==> config.mk <==
export PLATFORM = sky130hd
export DESIGN_NAME = fib_tx_rdctrl
export DESIGN_NICKNAME = d
export VERILOG_FILES = /design/src/rtl/fib_tx_rdctrl.sv
export SDC_FILE = /design/constraint.sdc
export NUM_CORES = 1
export LEC_CHECK = 0
export ABC_AREA = 1
export CORE_ASPECT_RATIO = 1.1
export CORE_UTILIZATION = 45
export DETAILED_ROUTE_END_ITERATION = 10
export HOLD_SLACK_MARGIN = 0.05
export PLACE_DENSITY = 0.73
export SYNTH_ARGS = -nofsm -noshare
export SYNTH_HDL_FRONTEND = slang
export SYNTH_SLANG_ARGS = --single-unit
==> constraint.sdc <==
create_clock -name clk -period 2.1 [get_ports clk]
set_input_delay 0.21 -clock clk [delete_from_list [all_inputs] [get_ports clk]]
set_output_delay 0.21 -clock clk [all_outputs]
set_load 0.01 [all_outputs]
==> src/rtl/fib_tx_rdctrl.sv <==
// Transmit read controller: pops a byte count, then that frame's data words, from show-ahead
// FIFOs and presents them to the MAC as sop/eop-qualified words with byte enables.
//   state | meaning
//   IDLE  | wait for tx_en and a queued byte count
//   LEN   | pop byte count, classify frame (zero / oversize / normal)
//   DATA  | stream words to the MAC under valid/ready
//   DRAIN | discard an oversize frame's words without presenting them
//   IFG   | inter-frame gap countdown
module fib_tx_rdctrl #(
    parameter int DATA_WIDTH = 64,
    parameter int BCNT_WIDTH = 32,
    parameter int MAX_BCNT   = 9600
) (
    input  logic                    clk,
    input  logic                    reset_,
    input  logic                    tx_en,
    input  logic [7:0]              ifg_cycles,
    input  logic [BCNT_WIDTH-1:0]   rd_txwbcnt_fifo,
    input  logic                    txwbcnt_rdempty,
    output logic                    txwbcnt_rdreq,
    input  logic [DATA_WIDTH-1:0]   rd_txdata_fifo,
    input  logic                    txdata_rdempty,
    output logic                    txdata_rdreq,
    output logic [DATA_WIDTH-1:0]   mac_tx_data,
    output logic [DATA_WIDTH/8-1:0] mac_tx_be,
    output logic                    mac_tx_valid,
    output logic                    mac_tx_sop,
    output logic                    mac_tx_eop,
    input  logic                    mac_tx_ready,
    output logic [31:0]             frame_cnt,
    output logic                    err_zero_len,
    output logic                    err_oversize
);
    localparam int BE_WIDTH = DATA_WIDTH / 8;
    localparam logic [BCNT_WIDTH:0] ROUND_UP = 7;

    typedef enum logic [4:0] {
        IDLE  = 5'b00001,
        LEN   = 5'b00010,
        DATA  = 5'b00100,
        DRAIN = 5'b01000,
        IFG   = 5'b10000
    } state_t;

    state_t                 state;
    logic [BCNT_WIDTH-1:0]  words_left;
    logic [BE_WIDTH-1:0]    last_be;
    logic                   first_word;
    logic [7:0]             ifg_cnt;

    logic [BCNT_WIDTH:0]    bcnt_round;
    logic [BCNT_WIDTH-1:0]  words;
    logic [2:0]             lanes;
    logic [BE_WIDTH-1:0]    last_be_next;
    logic                   has_words;
    logic                   load;
    logic                   accept;

    always_comb begin
        bcnt_round   = {1'b0, rd_txwbcnt_fifo} + ROUND_UP;
        words        = BCNT_WIDTH'(bcnt_round >> 3);
        lanes        = rd_txwbcnt_fifo[2:0];
        last_be_next = (lanes == 3'd0) ? '1 : ((BE_WIDTH'(1) << lanes) - BE_WIDTH'(1));
        has_words    = (words_left != '0);
        accept       = mac_tx_valid && mac_tx_ready;
        load         = (state == DATA) && has_words && !txdata_rdempty
                       && (!mac_tx_valid || mac_tx_ready);
        txwbcnt_rdreq = (state == LEN) && !txwbcnt_rdempty;
        txdata_rdreq  = load || ((state == DRAIN) && has_words && !txdata_rdempty);
    end

    always_ff @(posedge clk or negedge reset_) begin
        if (!reset_) begin
            state        <= IDLE;
            words_left   <= '0;
            last_be      <= '0;
            first_word   <= 1'b0;
            ifg_cnt      <= '0;
            mac_tx_data  <= '0;
            mac_tx_be    <= '0;
            mac_tx_valid <= 1'b0;
            mac_tx_sop   <= 1'b0;
            mac_tx_eop   <= 1'b0;
            frame_cnt    <= '0;
            err_zero_len <= 1'b0;
            err_oversize <= 1'b0;
        end else begin
            err_zero_len <= 1'b0;
            err_oversize <= 1'b0;
            case (state)
                IDLE: begin
                    if (tx_en && !txwbcnt_rdempty)
                        state <= LEN;
                end
                LEN: begin
                    if (!txwbcnt_rdempty) begin
                        first_word <= 1'b1;
                        last_be    <= last_be_next;
                        if (rd_txwbcnt_fifo == '0) begin
                            err_zero_len <= 1'b1;
                            state        <= IDLE;
                        end else if (rd_txwbcnt_fifo > BCNT_WIDTH'(MAX_BCNT)) begin
                            err_oversize <= 1'b1;
                            words_left   <= words;
                            state        <= DRAIN;
                        end else begin
                            words_left <= words;
                            state      <= DATA;
                        end
                    end
                end
                DATA: begin
                    if (load) begin
                        mac_tx_data  <= rd_txdata_fifo;
                        mac_tx_valid <= 1'b1;
                        mac_tx_sop   <= first_word;
                        mac_tx_eop   <= (words_left == BCNT_WIDTH'(1));
                        mac_tx_be    <= (words_left == BCNT_WIDTH'(1)) ? last_be : '1;
                        words_left   <= words_left - BCNT_WIDTH'(1);
                        first_word   <= 1'b0;
                    end else if (accept) begin
                        mac_tx_valid <= 1'b0;
                        mac_tx_sop   <= 1'b0;
                        mac_tx_eop   <= 1'b0;
                    end
                    // words_left is already 0 here, so no load competes with the exit
                    if (accept && mac_tx_eop) begin
                        frame_cnt <= frame_cnt + 32'd1;
                        if (ifg_cycles == 8'd0) begin
                            state <= IDLE;
                        end else begin
                            ifg_cnt <= ifg_cycles;
                            state   <= IFG;
                        end
                    end
                end
                DRAIN: begin
                    if (!has_words)
                        state <= IDLE;
                    else if (txdata_rdreq)
                        words_left <= words_left - BCNT_WIDTH'(1);
                end
                IFG: begin
                    if (ifg_cnt <= 8'd1)
                        state <= IDLE;
                    else
                        ifg_cnt <= ifg_cnt - 8'd1;
                end
                default: state <= IDLE;
            endcase
        end
    end
endmodule
==> results of run 1 <==
-- logic make-up (layout without fill, tap and decap cells) --
logic type	count (synthesis)	count (layout)	share of synthesized area [%]
AOI/OAI and AO/OA	71	71	4.34
and+or+nand+nor	949	950	41.2
DFF	163	163	42.9
xor gates and xnor gates	46	46	4.23
buffers and inverters	150	512	6.53
adders and majority gates	6	6	0.789
-- placed cells by master, fill, tap and decap left out, types with 4 or more instances in the layout --
| cell | count |
|---|---|
| inv_6 | 5 |
| inv_1 | 111 |
| nor2_4 | 4 |
| nand3b_1 | 11 |
| nand3_1 | 99 |
| buf_4 | 134 |
| ha_1 | 6 |
| inv_2 | 4 |
| nor2_1 | 174 |
| nor3_1 | 28 |
| a21oi_1 | 10 |
| o21ai_0 | 40 |
| nor2_2 | 15 |
| dfrtp_1 | 162 |
| nand2_1 | 578 |
| nand4_1 | 15 |
| xnor2_1 | 13 |
| xor2_1 | 33 |
| o21bai_1 | 5 |
| o211ai_1 | 5 |
| clkbuf_16 | 17 |
| nor4_1 | 4 |
| and2_1 | 4 |
| clkdlybuf4s50_1 | 217 |
| buf_12 | 8 |
| nand2_2 | 6 |
-- timing repair --
item,4_1_cts,5_1_grt
gates resized for setup,11,18
pin swaps,2,8
setup endpoints to repair,34,38
hold buffers,1,0
gates cloned,1,0
hold endpoints to repair,46,0
buffers inserted,0,6
-- flip-flops by register name, summed over array words and instances (netlist names) --
signal        flops
mac_tx_data      64
frame_cnt        32
words_left       32
ifg_cnt           8
last_be           8
mac_tx_be         8
state             5
err_oversize      1
err_zero_len      1
first_word        1
mac_tx_eop        1
mac_tx_sop        1
mac_tx_valid      1
-- worst paths after layout --
path | startpoint | to | slack (ns) | depth (start not counted)
max | words_left[15] | txdata_rdreq | 0.04 | 7
min | reset_ | err_oversize | 0.30 | 2
max reg2reg | words_left[13] | words_left[27] | 0.05 | 12
min reg2reg | last_be[0] | last_be[0] | 0.48 | 1
max in group asynchronous | reset_ | mac_tx_data[59] | 1.14 | 3
min in group clk | rd_txdata_fifo[31] | mac_tx_data[31] | 0.31 | 3
-- power groups by stage --
stage	Sequential (W)	Clock (W)	Combinational (W)
5_1_grt	0.00382	0.00317	0.00405
3_3_place_gp	0.00378	0	0.00328
4_1_cts	0.00374	0.00302	0.00344
6_report	0.00378	0.00297	0.00366
2_1_floorplan	0.00386	0	0.00181
3_5_place_dp	0.00379	0	0.00335
-- routing by layer --
metal	GRT usage (%)	vias to the layer above	wire length, um
li1	-	5034	-
met1	33.2	4644	12300
met2	48.9	323	14700
met3	4.95	64	1620
met4	11.5	0	810
met5	0	-	0
-- stage by stage --
stage               instance area, um2  total power, W  worst slack (ns)  TNS (ns)
finish                           13700          0.0104            0.0443         0
global route                     13700          0.0110           -0.0466    -0.330
CTS                              13600          0.0102            -0.164    -0.164
detailed placement               13000         0.00714            -0.200     -5.83
global placement                 13000         0.00706            -0.116     -3.50
floorplan                         9520         0.00566             0.248         0
-- worst max-delay path, delay by kind of cell, from the launching register on --
kind                   cells  cell delay, ns
and+or+nand+nor            4            0.57
buffers and inverters      1            0.14
AOI/OAI and AO/OA          2            0.30
DFF                        1            0.41
-- cell type report --
class | count | area [um2]
timing repair buffer | 363 | 3370
inverter | 117 | 442
sequential | 163 | 4080
multi-input combinational | 1073 | 4890
tap | 256 | 320
clock inverter | 14 | 118
clock buffer | 18 | 439
fill | 1794 | 6980
==> impl_metrics.sql, run 1 <==
INSERT INTO impl_metrics (metric_group, metric, value, unit) VALUES
('grt', 'grt_start_max_net_pins', '65', ''),
('finish', 'fin_nets', '1851', ''),
('power_and_ir_drop', 'cellPowerDensity', '762', 'mW/mm2'),
('synth', 'synth_area_leader_cell', 'dfrtp_1', ''),
('finish', 'post_layout_nonfiller_instances', '2004', ''),
('synth', 'synth.distinct_cells', '43', ''),
('drt', 'route.detailed.wl_per_inst', '14.7', 'um'),
('sta', 'slew_headroom', '67.6', '%'),
('power_and_ir_drop', 'internal_power', '0.00674', 'W'),
('grt', 'first_global_vias', '9694', ''),
('run', 'max_cap_viol_count', '0', ''),
('worst_setup_path', 'path_max_fanout', '4', ''),
('grt', 'grt_antenna_before_repair', '0', ''),
('worst_setup_path', 'critical_path.startpoint_type', 'flip-flop', ''),
('synth', 'synth-edff-count', '0', ''),
('clock_network', 'cts_tree', 'yes', ''),
('clock_network', 'worst_skew_pair.late_latency', '0.43', 'ns'),
('worst_setup_path', 'cp_data_arrival_time', '1.85', 'ns'),
('synth', 'ys_dominant_reg_cell', 'dfrtp_1', ''),
('sta', 'report.final.slew_viol_count', '0', ''),
('run_status', 'outcome', 'finished clean', ''),
('clock_network', 'numClockSinks', '163', ''),
('worst_setup_path', 'crit_path_top_delay_cell', 'dfrtp_1', ''),
('worst_setup_path', 'end_kind', 'primary output', ''),
('worst_setup_path', 'cpPeakStageDelay', '0.41', 'ns'),
('drt', 'total_drc_errors_in_the_routed_layout', '0', ''),
('floorplanning', 'initial_cell_density_of_the_core', '46.1', '%'),
('power_and_ir_drop', 'net_sw_share', '35.2', '%'),
('synth', 'synthTopCellsByCount', '582 x nand2_1, 187 x nor2_1, 162 x dfrtp_1, 112 x inv_1, 100 x nand3_1', ''),
('power_and_ir_drop', 'combinational_power_share', '35.1', '%'),
('synth', 'ys.warnings.count', '0', ''),
('synth', 'synth_seq_area_share', '42.9', '%'),
('power_and_ir_drop', 'power.net_switching', '0.00367', 'W'),
('min_path', 'min-delay-path-class', 'input port to async pin', ''),
('power_and_ir_drop', 'vdd_drop_max', '0.669', 'mV'),
('synth', 'netlist_top_cells_area', 'dfrtp_1 43%, nand2_1 23%, nor2_1 7.4%, nand3_1 5.3%, inv_1 4.4%', ''),
('power_and_ir_drop', 'total_leakage_power', '6.96', 'nW'),
('floorplanning', 'area_inside_the_core_boundary', '0.0206', 'mm2'),
('placed_design', 'gp_routability_congestion', '0.950', ''),
('floorplanning', 'rows', '55', ''),
('placed_design', 'detailedPlacementHpwl', '22200', 'um'),
('finish', 'final_layout_size_suffix_gt1_share', '12.6', '%'),
('synth', 'yosys.area.top_type_share', '42.6', '%'),
('worst_setup_path', 'timing.critical_path.cells', 'nor2_2 > nand2_2 > nor2_4 > nand3_2 > o21ai_4 > o21ai_1 > clkbuf_2', ''),
('placed_design', 'place.detailed.instances', '1964', ''),
('clock_network', 'cts.reportedPaths.clkPinSlew', '0.07', 'ns'),
('worst_setup_path', 'timing.setup.critical_path_class', 'flip-flop to primary output', ''),
('drt', 'drt.antenna.violating_nets', '0', ''),
('worst_setup_path', 'cp_data_required_time', '1.89', 'ns'),
('drt', 'vias_per_cell', '5.02', ''),
('synth', 'synth_async_sr_flop_share', '100', '%'),
('sta', 'final_hold_vios', '0', ''),
('sta', 'worst_slew_pin_tran', '0.486', 'ns'),
('synth', 'synth_area_per_cell', '6.87', 'um2'),
('sta', 'timing.final.crit_share', '97.9', '%'),
('sta', 'clock-skew-final', '0.0131', 'ns'),
('placed_design', 'numPortBuffers', '220', ''),
('synth', 'mappedNetlistNets', '1501', ''),
('drt', 'drt_iter0_drc', '655', ''),
('floorplanning', 'fp.dieW', '141', 'um'),
('clock_network', 'cts.htree.levels', '4', ''),
('grt', 'grt_first_pass_wirelength', '47700', 'um'),
('grt', 'grt_remaining_overflow', '0', ''),
('power_and_ir_drop', 'power.share.sequential', '36.3', '%'),
('synth', 'netlist_instances', '1385', ''),
('grt', 'groute.usage.overall', '27.7', '%'),
('synth', 'synth-seq-cells', '163', ''),
('sta', 'clock.fmax', '486', 'MHz'),
('floorplanning', 'num_io_pins', '221', ''),
('clock_network', 'tritoncts.num_buffers', '17', ''),
('finish', 'antennaDiodeCount', '0', '');
(Power assumes the default switching activity.)
==> run 2, diff against run 1 <==
==> constraint.sdc (replaced) <==
create_clock -name clk -period 2.4 [get_ports clk]
set_input_delay 0.24 -clock clk [delete_from_list [all_inputs] [get_ports clk]]
set_output_delay 0.24 -clock clk [all_outputs]
set_load 0.01 [all_outputs]
==> impl_metrics.sql, run 2 (synthesis results as in run 1) <==
INSERT INTO impl_metrics (metric_group, metric, value, unit) VALUES
('drt', 'total_drc_errors_in_the_routed_layout', '0', ''),
('sta', 'final-setup-viol-count', '0', ''),
('worst_setup_path', 'crit_start', 'words_left[20]', ''),
('placed_design', 'detailedPlacementHpwl', '21500', 'um'),
('floorplanning', 'fp.dieW', '141', 'um'),
('worst_setup_path', 'end_kind', 'primary output', ''),
('sta', 'grt_setup_unrepaired', 'no', ''),
('sta', 'fin_ws', '0.0833', 'ns'),
('placed_design', 'numPortBuffers', '220', ''),
('finish', 'layout.cells.most_common', 'nand2_1', ''),
('finish', 'fin_nets', '1749', ''),
('sta', 'clock.fmax', '432', 'MHz'),
('finish', 'mostFrequentLayoutCells', '581 x nand2_1, 217 x clkdlybuf4s50_1, 178 x nor2_1, 161 x dfrtp_1, 110 x inv_1', ''),
('grt', 'grt_start_max_net_pins', '68', ''),
('min_path', 'min-delay-path-class', 'input port to async pin', ''),
('placed_design', 'gp_routability_congestion', '0.967', ''),
('worst_setup_path', 'timing.setup.critical_path_class', 'flip-flop to primary output', ''),
('drt', 'via_count', '9624', ''),
('clock_network', 'numClockSinks', '163', ''),
('floorplanning', 'area_inside_the_core_boundary', '0.0206', 'mm2'),
('grt', 'first_global_vias', '9052', ''),
('drt', 'drt_wl_total', '28400', 'um'),
('finish', 'fillCellCount', '1914', ''),
('worst_setup_path', 'reg_to_reg_start', 'words_left[0]', ''),
('sta', 'timing.final.crit_share', '96.5', '%'),
('sta', 'report.final.slew_viol_count', '0', ''),
('worst_setup_path', 'cp_data_arrival_time', '2.08', 'ns'),
('sta', 'finalCriticalPeriod', '2.32', 'ns'),
('clock_network', 'worst_skew_pair.late_latency', '0.43', 'ns'),
('drt', 'vias_per_cell', '5.06', ''),
('sta', 'worst_slew_pin_tran', '0.595', 'ns'),
('power_and_ir_drop', 'cellPowerDensity', '657', 'mW/mm2'),
('clock_network', 'tritoncts.num_buffers', '17', ''),
('finish', 'biggestRegsByFlops', 'mac_tx_data (64), frame_cnt (32), words_left (32)', ''),
('finish', 'largest_reg_flops', '64', ''),
('placed_design', 'place.detailed.instances', '1867', ''),
('sta', 'slew_headroom', '60.3', '%'),
('clock_network', 'cts_tree', 'yes', ''),
('floorplanning', 'initial_cell_density_of_the_core', '46.1', '%'),
('finish', 'final_layout_size_suffix_gt1_share', '6.75', '%'),
('clock_network', 'cts.reportedPaths.clkPinSlew', '0.07', 'ns'),
('power_and_ir_drop', 'vdd_drop_max', '0.580', 'mV'),
('grt', 'grt_antenna_before_repair', '0', ''),
('drt', 'drt_iter0_drc', '653', ''),
('drt', 'drt.antenna.violating_nets', '0', ''),
('finish', 'post_layout_nonfiller_instances', '1901', ''),
('power_and_ir_drop', 'total_leakage_power', '6.44', 'nW'),
('power_and_ir_drop', 'finalPower', '0.00843', 'W'),
('clock_network', 'clockBufferDepth', '2', ''),
('grt', 'groute.usage.overall', '26.2', '%'),
('floorplanning', 'die-height', '155', 'um'),
('drt', 'number_of_detailed_route_iterations_in_the_first_pass', '5', ''),
('worst_setup_path', 'path_max_fanout', '5', ''),
('run', 'max_cap_viol_count', '0', ''),
('run_status', 'outcome', 'finished clean', ''),
('floorplanning', 'rows', '55', ''),
('floorplanning', 'die_area', '0.0217', 'mm2'),
('worst_setup_path', 'cp_data_required_time', '2.16', 'ns'),
('worst_setup_path', 'critical_path.startpoint_type', 'flip-flop', ''),
('clock_network', 'cts.htree.levels', '4', ''),
('clock_network', 'cts_root_buf', 'clkbuf_16', ''),
('finish', 'syn2layout_area_growth', '34.7', '%'),
('grt', 'grt_first_pass_wirelength', '44900', 'um'),
('sta', 'clock-skew-final', '0.0124', 'ns'),
('sta', 'final_hold_vios', '0', ''),
('finish', 'registers.top_by_ff_count', 'mac_tx_data', ''),
('placed_design', 'place_ws', '-0.00550', 'ns'),
('sta', 'worst_hold_slack', '0.346', 'ns'),
('drt', 'route.detailed.wl_per_inst', '15.0', 'um'),
('finish', 'antennaDiodeCount', '0', ''),
('grt', 'grt_remaining_overflow', '0', ''),
('floorplanning', 'num_io_pins', '221', '');
run 2: cell type report:
| cell class | instances | area [um2] | share of cell area, % |
|---|---|---|---|
| Timing Repair Buffer | 261 | 2560 | 20.0 |
| Tap cell | 256 | 320 | 2.50 |
| Clock inverter | 13 | 104 | 0.810 |
| Inverter | 117 | 439 | 3.42 |
| Multi-Input combinational cell | 1073 | 4890 | 38.1 |
| Clock buffer | 18 | 429 | 3.35 |
| Sequential cell | 163 | 4080 | 31.8 |
run 2: power breakdown:
| part | total (W) | internal, W | switching [W] |
|---|---|---|---|
| registers | 0.00343 | 0.00308 | 0.000348 |
| logic | 0.00250 | 0.000991 | 0.00151 |
| clock network | 0.00250 | 0.00133 | 0.00117 |
| total | 0.00843 | 0.00541 | 0.00302 |
run 2: worst max-delay path: stages (launching register included):
cell and delay (ns):
dfrtp_1 0.44, nor2_1 0.17, nand2_1 0.11, nor2_2 0.18, nand2_2 0.13, o21ai_4 0.20
o21ai_1 0.11, dlygate4sd2_1 0.30
run 2: stage by stage:
stage	util [%]	instance area, um2	TNS [ns]
after floorplan	-	9520	0
after global placement	59.1	12200	0
after detailed placement	59.1	12200	-0.00550
after CTS	61.8	12800	0
after global routing	62.1	12800	0
final	62.1	12800	0
run 2: path summary, 6_finish.rpt:
path	cells after the start	slack, ns	endpoint
max	7	0.08	txdata_rdreq
max reg2reg	11	0.23	words_left[4]
min	2	0.35	err_oversize
max in group asynchronous	3	1.30	frame_cnt[20]
min reg2reg	2	0.48	mac_tx_data[0]
min in group clk	3	0.35	mac_tx_data[51]
run 2: per-layer routing:
metal | global-route usage, % | vias up | wire length [um]
met1 | 33.4 | 4376 | 12000
met4 | 10.2 | 0 | 746
met2 | 44.4 | 362 | 13800
met3 | 4.24 | 52 | 1980
met5 | 0 | - | 0
li1 | - | 4834 | -
run 2: what timing repair did:
| action | CTS | global route |
|---|---|---|
| pin swaps | 1 | 2 |
| endpoints found under the setup margin | 2 | 28 |
| gates cloned | 0 | 1 |
| resized for setup | 9 | 14 |
| setup buffers | 0 | 1 |
| hold buffers | 1 | 0 |
| hold endpoints to repair | 56 | 0 |
